===== config.mk =====
export PLATFORM = sky130hd
export DESIGN_NAME = logic_unit_pipe_flat
export DESIGN_NICKNAME = d
export VERILOG_FILES = /design/src/rtl/logic_unit_if.sv /design/src/rtl/logic_unit_pipe.sv /design/src/flat_wrapper.sv
export SDC_FILE = /design/constraint.sdc
export NUM_CORES = 1
export LEC_CHECK = 0
export BUFFER_PORTS_ARGS = -buffer_cell sky130_fd_sc_hd__buf_4
export CORE_MARGIN = 3
export CORE_UTILIZATION = 35
export DETAILED_ROUTE_END_ITERATION = 12
export PLACE_DENSITY = 0.61
export REMOVE_ABC_BUFFERS = 1
export SYNTH_ARGS = -nofsm -noshare
export SYNTH_HDL_FRONTEND = slang
export SYNTH_SLANG_ARGS = --single-unit

===== constraint.sdc =====
create_clock -name clk -period 2.3 [get_ports clk]
set_input_delay 0.46 -clock clk [delete_from_list [all_inputs] [get_ports clk]]
set_output_delay 0.46 -clock clk [all_outputs]
set_load 0.05 [all_outputs]

===== src/rtl/logic_unit_if.sv =====
// Operand/result handshake bundle for logic_unit_pipe.
// The master drives operands and out_ready; the slave drives the result.
interface logic_unit_if #(
  parameter int unsigned WIDTH = 4
);
  logic             in_valid;
  logic             in_ready;
  logic [WIDTH-1:0] A;
  logic [WIDTH-1:0] B;
  logic [2:0]       op;
  logic             out_valid;
  logic             out_ready;
  logic [WIDTH-1:0] out_data;
  logic             out_zero;

  modport master (
    output in_valid, A, B, op, out_ready,
    input  in_ready, out_valid, out_data, out_zero
  );

  modport slave (
    input  in_valid, A, B, op, out_ready,
    output in_ready, out_valid, out_data, out_zero
  );
endinterface


===== src/rtl/logic_unit_pipe.sv =====
// Two-stage pipelined logic unit: bitwise, logical and accumulating AND ops
// behind a valid/ready handshake, with a global enable that freezes everything.
module logic_unit_pipe #(
  parameter int unsigned WIDTH = 4
) (
  input  logic        clk,
  input  logic        rst,
  input  logic        enable,
  logic_unit_if.slave lu
);

  localparam logic [2:0] OpAnd    = 3'b000;
  localparam logic [2:0] OpOr     = 3'b001;
  localparam logic [2:0] OpXor    = 3'b010;
  localparam logic [2:0] OpNand   = 3'b011;
  localparam logic [2:0] OpLand   = 3'b100;
  localparam logic [2:0] OpLor    = 3'b101;
  localparam logic [2:0] OpAccAnd = 3'b110;
  localparam logic [2:0] OpAccClr = 3'b111;

  logic             s1_v_q;
  logic [WIDTH-1:0] s1_a_q;
  logic [WIDTH-1:0] s1_b_q;
  logic [2:0]       s1_op_q;
  logic             out_valid_q;
  logic [WIDTH-1:0] out_data_q;
  logic             out_zero_q;
  logic [WIDTH-1:0] acc_q;
  logic [WIDTH-1:0] acc_d;
  logic [WIDTH-1:0] result;
  logic             advance;
  logic             accept;

  assign advance = enable && (!out_valid_q || lu.out_ready);
  assign accept  = lu.in_valid && lu.in_ready;

  assign lu.in_ready  = enable && (!s1_v_q || advance);
  assign lu.out_valid = out_valid_q;
  assign lu.out_data  = out_data_q;
  assign lu.out_zero  = out_zero_q;

  // acc_d only differs from acc_q for the two accumulator opcodes.
  always_comb begin
    result = '0;
    acc_d  = acc_q;
    unique case (s1_op_q)
      OpAnd:    result = s1_a_q & s1_b_q;
      OpOr:     result = s1_a_q | s1_b_q;
      OpXor:    result = s1_a_q ^ s1_b_q;
      OpNand:   result = ~(s1_a_q & s1_b_q);
      OpLand:   result[0] = (|s1_a_q) && (|s1_b_q);
      OpLor:    result[0] = (|s1_a_q) || (|s1_b_q);
      OpAccAnd: begin
        acc_d  = acc_q & s1_a_q;
        result = acc_d;
      end
      OpAccClr: begin
        acc_d  = '1;
        result = '1;
      end
      default: ;
    endcase
  end

  always_ff @(posedge clk or posedge rst) begin
    if (rst) begin
      s1_v_q  <= 1'b0;
      s1_a_q  <= '0;
      s1_b_q  <= '0;
      s1_op_q <= '0;
    end else if (accept) begin
      s1_v_q  <= 1'b1;
      s1_a_q  <= lu.A;
      s1_b_q  <= lu.B;
      s1_op_q <= lu.op;
    end else if (advance) begin
      s1_v_q <= 1'b0;
    end
  end

  always_ff @(posedge clk or posedge rst) begin
    if (rst) begin
      out_valid_q <= 1'b0;
      out_data_q  <= '0;
      out_zero_q  <= 1'b1;
      acc_q       <= '1;
    end else if (advance) begin
      out_valid_q <= s1_v_q;
      if (s1_v_q) begin
        out_data_q <= result;
        out_zero_q <= (result == '0);
        acc_q      <= acc_d;
      end
    end
  end

endmodule


===== src/flat_wrapper.sv =====
// flat-port wrapper written by rule: the top's interface ports become plain ports
module logic_unit_pipe_flat 
#(
  parameter int unsigned WIDTH = 4
)
  (clk, rst, enable, lu_in_valid, lu_A, lu_B, lu_op, lu_out_ready, lu_in_ready, lu_out_valid, lu_out_data, lu_out_zero);
  logic_unit_if #(.WIDTH(WIDTH)) lu_i ();
  input  logic clk;
  input  logic rst;
  input  logic enable;
  input wire logic [$bits(lu_i.in_valid)-1:0] lu_in_valid;
  input wire logic [$bits(lu_i.A)-1:0] lu_A;
  input wire logic [$bits(lu_i.B)-1:0] lu_B;
  input wire logic [$bits(lu_i.op)-1:0] lu_op;
  input wire logic [$bits(lu_i.out_ready)-1:0] lu_out_ready;
  output wire logic [$bits(lu_i.in_ready)-1:0] lu_in_ready;
  output wire logic [$bits(lu_i.out_valid)-1:0] lu_out_valid;
  output wire logic [$bits(lu_i.out_data)-1:0] lu_out_data;
  output wire logic [$bits(lu_i.out_zero)-1:0] lu_out_zero;
  assign lu_i.in_valid = lu_in_valid;
  assign lu_i.A = lu_A;
  assign lu_i.B = lu_B;
  assign lu_i.op = lu_op;
  assign lu_i.out_ready = lu_out_ready;
  assign lu_in_ready = lu_i.in_ready;
  assign lu_out_valid = lu_i.out_valid;
  assign lu_out_data = lu_i.out_data;
  assign lu_out_zero = lu_i.out_zero;
  logic_unit_pipe #(.WIDTH(WIDTH)) u_core (.clk(clk), .rst(rst), .enable(enable), .lu(lu_i));
endmodule

==> impl_results.md, run 1 <==
* Status: finished clean
* Mapped Area at 1235 um^2
* Resized cells post-CTS at 0
* Setup TNS at 0 ns
* Synth area leaders: dfrtp_1, mux2_2, dfstp_2
* Top-area cell type share of the netlist area at 34.45%
* Clock Latency Late Sink at 0.31 ns
* Setup violators final at 0
* CP Data Arrival Time at 2.29 ns
* Ys async rst share at 100.0%
* Worst EP required at 2.51 ns
* Routed Antenna Nets at 0
* TritonCTS Sinks at 22
* Synth Instances at 115
* Die Height at 65.40 um
* GP Congestion at 0.7677
* Vias per cell at 5.011
* Initial core utilization at 38.55%
* Max clock buf depth at 2
* Place WS at 0.2467 ns
* Relative slew slack at 44.20%
* Initial detailed-routing violation count at 26
* TritonCTS clock tree: built
* Reg2reg path depth at 4
* Max-Cap Viols at 0
* H-tree level count at 1
* Drt pass-1 iters at 6
* Finished Layout Cells at 180
* Mean Syn Cell Area at 10.74 um^2
* CTS buffer count at 3
* Layout cells sized above 1 at 37.50%
* Ys Warns at 0
* Hold_buf cts at 0
* Area of the multi-input gates at 618.1 um^2
* Worst-path fanout max at 6
* HP Class: primary input to asynchronous set/reset pin
* Port Buffers at 22
* Min Tclk post-route at 2.080 ns
* Most common cell in the netlist: mux2_2
* # DRC at 0
* Final wirelength at 2531 um
* Via count at 902
* Clk_skew at 0.007902 ns
* Die area at 4277 um^2
* Row cnt at 20
* Core area at 3203 um^2
* Max Slew Vio Count at 0
* Register area share after synthesis at 45.09%
* First-pass GRT wire length at 4229 um
* Power per cell area at 976.3 nW/um^2
* Seq. cell area at 556.8 um^2
* Final period util at 90.45%
* Crit. End Element: register
* Routed WL per cell at 14.06 um
* Root Driver: clkbuf_4
* Number of fill cells at 331
* Area delta synth->final at 18.44%
* Setup repair after global routing missed its margin: no
* Die width at 65.40 um
* Initial antenna violation count at 0
* Final worst slack at 0.2196 ns
* Cell leakage power at 0.7056 nW
* #FFs+latches synth at 22
* Netlist cell types at 24
* Post-synth EDFFs at 0
* Final hold violation count at 0
* Main synth FF type: dfrtp_1
* Post-CTS setup buffer count at 0
* Post-synth top cells: mux2_2, dfrtp_1, inv_1
* Clock Pin Slew Worst Setup and Hold Paths at 0.12 ns
* Yosys top cell by area: dfrtp_1
* GRT Overall Usage at 12.88%
* Number of global-route vias before repair at 912
* Setup crit start kind: register
* Worst Tran Pin Value at 0.8361 ns
* Nets at 161
* Total gr overflow at 0
* Max VDD drop at 0.0003456 V
* Worst setup path class: register to register
* I/O pins at 23
* Fmax at 480.7 MHz
* Pin count of the biggest net entering global routing at 23
* Inserted Diodes at 0
* Post-DP HPWL at 1910 um
* Placed insts at 176
-- state kept, by name, indices dropped and copies added, names as in the netlist --
signal               count
u_core.acc_q             4
u_core.lu.out_data       4
u_core.s1_a_q            4
u_core.s1_b_q            4
u_core.s1_op_q           3
u_core.lu.out_valid      1
u_core.lu.out_zero       1
u_core.s1_v_q            1
-- final timing paths --
check	start	end	slack [ns]
setup / recovery	u_core.s1_a_q[0]$_DFFE_PP0P_	u_core.lu.out_zero$_DFFE_PP1P_	0.22
hold / removal	rst	u_core.lu.out_data[0]$_DFFE_PP0P_	0.30
setup reg to reg	u_core.s1_a_q[0]$_DFFE_PP0P_	u_core.lu.out_zero$_DFFE_PP1P_	0.22
hold reg to reg	u_core.acc_q[1]$_DFFE_PP1P_	u_core.acc_q[1]$_DFFE_PP1P_	0.49
max in group asynchronous	rst	u_core.s1_op_q[0]$_DFFE_PP0P_	1.48
min in group clk	lu_in_valid	u_core.s1_v_q$_DFFE_PP0P_	0.36
-- where the power goes --
part	switching [mW]	internal (mW)
Clock	0.117	0.0677
Sequential	0.115	0.531
Combinational	0.340	0.257
-- stage by stage --
| stage | utilization, % | total power, mW | cell area [um^2] | hold slack [ns] |
|---|---|---|---|---|
| 2_1_floorplan | - | 1.063 | 1216 | 0.4455 |
| 3_3_place_gp | 44.84 | 1.231 | 1436 | 0.4718 |
| 3_5_place_dp | 44.84 | 1.253 | 1436 | 0.4718 |
| 4_1_cts | 45.66 | 1.442 | 1463 | 0.3292 |
| 5_1_grt | 45.66 | 1.522 | 1463 | 0.3494 |
| 6_report | 45.66 | 1.428 | 1463 | 0.3045 |
-- routing by layer --
metal | share of wire [%] | routed length [um] | vias up | GRT usage (%)
li1 | - | - | 440 | -
met1 | 48 | 1205 | 443 | 16.79
met2 | 48 | 1221 | 15 | 21.37
met3 | 2.4 | 61 | 4 | 2.222
met4 | 1.7 | 42 | 0 | 4.663
met5 | 0 | 0 | - | 0
-- cell type report --
type | instances | share of cell area (%)
flip-flops and latches | 22 | 38.07
repair buffers | 22 | 11.29
multi-input cells | 77 | 42.26
inverters | 11 | 2.823
well taps | 44 | 3.764
clock buffers | 4 | 1.796
-- cells in the final DEF, fill, tap and decap left out, types with 2 or more instances in the layout --
master,n
dfstp_2,5
inv_1,11
or4_1,2
a21o_1,4
o21a_1,2
dfrtp_1,17
nor2_1,2
o21ai_0,5
ha_1,8
mux2_2,18
nand3_1,3
buf_4,22
clkbuf_4,3
o22ai_1,3
mux2i_1,3
nand2_1,10
and2_1,3
a21oi_1,5
nand2b_1,3
-- critical path: stages, from the launching register on --
cell,delay (ns)
dfrtp_1,0.46
or4_1,0.52
maj3_2,0.30
a211o_1,0.33
o41ai_2,0.37
-- cells by family (layout without fill, tap and decap cells) --
logic type / Yosys count / in the layout / synth area share, %
buf+inv: 16 / 37 / 4.863
flops: 22 / 22 / 45.09
simple gates: 24 / 24 / 9.626
mux: 21 / 21 / 18.84
fa+ha+maj: 9 / 9 / 9.017
compound gates: 23 / 23 / 12.56
Power figures use the tool's default switching activity.
==> inputs of run 2 (changes only) <==
--- a/config.mk
+++ b/config.mk
@@ -7,9 +7,9 @@
 export LEC_CHECK = 0
 export BUFFER_PORTS_ARGS = -buffer_cell sky130_fd_sc_hd__buf_4
 export CORE_MARGIN = 3
-export CORE_UTILIZATION = 35
+export CORE_UTILIZATION = 50
 export DETAILED_ROUTE_END_ITERATION = 12
-export PLACE_DENSITY = 0.61
+export PLACE_DENSITY = 0.79
 export REMOVE_ABC_BUFFERS = 1
 export SYNTH_ARGS = -nofsm -noshare
 export SYNTH_HDL_FRONTEND = slang
==> impl_results.md, run 2 (same netlist as run 1, synthesis figures left out) <==
* Status: finished clean
* Worst setup path class: register to register
* Setup crit start kind: register
* Layout cells sized above 1 at 37.50%
* Routed WL per cell at 14.42 um
* Drt pass-1 iters at 4
* Comb pwr share at 42.0%
* Inserted Diodes at 0
* Vias per cell at 5.354
* RR Endpoint: u_core.lu.out_zero$_DFFE_PP1P_
* Max VDD drop at 0.0008235 V
* Max clock buf depth at 2
* Relative slew slack at 44.91%
* Power per cell area at 980.9 nW/um^2
* Initial detailed-routing violation count at 11
* Die area at 3102 um^2
* Nets at 161
* Total gr overflow at 0
* GRT Overall Usage at 17.30%
* Post-DP HPWL at 1796 um
* CTS buffer count at 3
* TritonCTS clock tree: built
* GP Congestion at 0.8699
* Max Slew Vio Count at 0
* Met1 usage at 22.53%
* Pin count of the biggest net entering global routing at 23
* Worst EP required at 2.51 ns
* Max-Cap Viols at 0
* # DRC at 0
* Cell leakage power at 0.7056 nW
* Worst Tran Pin Value at 0.8255 ns
* HP Class: primary input to asynchronous set/reset pin
* Port Buffers at 22
* Via count at 878
* Final hold violation count at 0
* Reg-to-reg slack, setup at 0.26 ns
* Initial core utilization at 54.26%
* RR Startpoint: u_core.s1_b_q[3]$_DFFE_PP0P_
* Hold_buf cts at 0
* Setup repair after global routing missed its margin: no
* Initial antenna violation count at 0
* Setup TNS at 0 ns
* Crit. End Element: register
* Gr busiest metal: met2
* Hold slack at 0.3048 ns
* First-pass GRT wire length at 4236 um
* Post-CTS setup buffer count at 0
* Clock Pin Slew Worst Setup and Hold Paths at 0.12 ns
* Number of global-route vias before repair at 956
* Final period util at 88.60%
* Most frequent cells in the layout: buf_4, mux2_2, dfrtp_1, inv_1, nand2_1
* I/O pins at 23
* Root Driver: clkbuf_4
* Resized cells post-CTS at 0
* Die width at 55.70 um
* Row cnt at 17
* Core area at 2276 um^2
* GR Layer Usage met2 at 27.70%
* Final core utilization at 63.39%
* Met3 Use GR at 2.784%
* Clk_skew at 0.009833 ns
* P_sw at 0.5579 mW
* Clock Latency Late Sink at 0.31 ns
* Place WS at 0.2813 ns
* Reg2reg path depth at 4
* Min Tclk post-route at 2.038 ns
* Clock Power Share at 12.7%
* Pint at 0.8572 mW
* TritonCTS Sinks at 22
* Commonest non-fill, non-tap cell in the layout: buf_4
* Fmax at 490.7 MHz
* Setup violators final at 0
* CP Data Arrival Time at 2.25 ns
* Reg power frac at 45.3%
* Worst-path fanout max at 4
* Routed Antenna Nets at 0
* Final wirelength at 2365 um
* Final worst slack at 0.2622 ns
* Die Height at 55.70 um
* H-tree level count at 1
* Net Sw Frac at 39.42%
* Area delta synth->final at 16.82%
-- run 2: routing by layer --
metal	vias up	wire, um
li1	441	-
met1	412	1016
met2	21	1181
met3	4	118
met4	0	48
met5	-	0
-- run 2: cell type report --
class,count,area [um^2]
Inverter,11,41.29
Multi-Input combinational cell,77,618.1
Fill cell,200,833.3
Timing Repair Buffer,22,165.2
Tap cell,28,35.03
Clock buffer,4,26.28
Sequential cell,22,556.8
-- run 2: worst max path at each step --
| stage | from | endpoint | cells past startpoint |
|---|---|---|---|
| 6_report | u_core.s1_b_q[3]$_DFFE_PP0P_ | u_core.lu.out_zero$_DFFE_PP1P_ | 4 |
| 2_1_floorplan | u_core.lu.out_valid$_DFFE_PP0P_ | u_core.s1_a_q[0]$_DFFE_PP0P_ | 4 |
| 5_1_grt | u_core.s1_a_q[0]$_DFFE_PP0P_ | u_core.lu.out_zero$_DFFE_PP1P_ | 4 |
| 3_5_place_dp | u_core.s1_b_q[3]$_DFFE_PP0P_ | u_core.lu.out_zero$_DFFE_PP1P_ | 4 |
| 3_3_place_gp | u_core.s1_a_q[3]$_DFFE_PP0P_ | u_core.lu.out_zero$_DFFE_PP1P_ | 4 |
| 4_1_cts | u_core.s1_b_q[3]$_DFFE_PP0P_ | u_core.lu.out_zero$_DFFE_PP1P_ | 4 |
-- run 2: per-stage QoR --
| stage | total power [mW] | instances | area, um^2 |
|---|---|---|---|
| CTS | 1.423 | 164 | 1443 |
| global route | 1.515 | 164 | 1443 |
| floorplan | 1.063 | 110 | 1216 |
| finish | 1.415 | 164 | 1443 |
| detailed placement | 1.243 | 160 | 1416 |
| global placement | 1.223 | 160 | 1416 |
-- run 2: power by group through the flow --
stage,combinational [mW],clock (mW),sequential [mW]
finish,0.594,0.179,0.641
global route,0.655,0.199,0.660
CTS,0.598,0.186,0.639
detailed placement,0.595,0,0.648
global placement,0.584,0,0.640
floorplan,0.293,0,0.770
-- run 2: worst max-delay path, cell delays in order, from the launching register on --
cell,delay (ns)
dfrtp_1,0.43
or4_1,0.54
maj3_2,0.33
a211o_1,0.32
o41ai_2,0.33
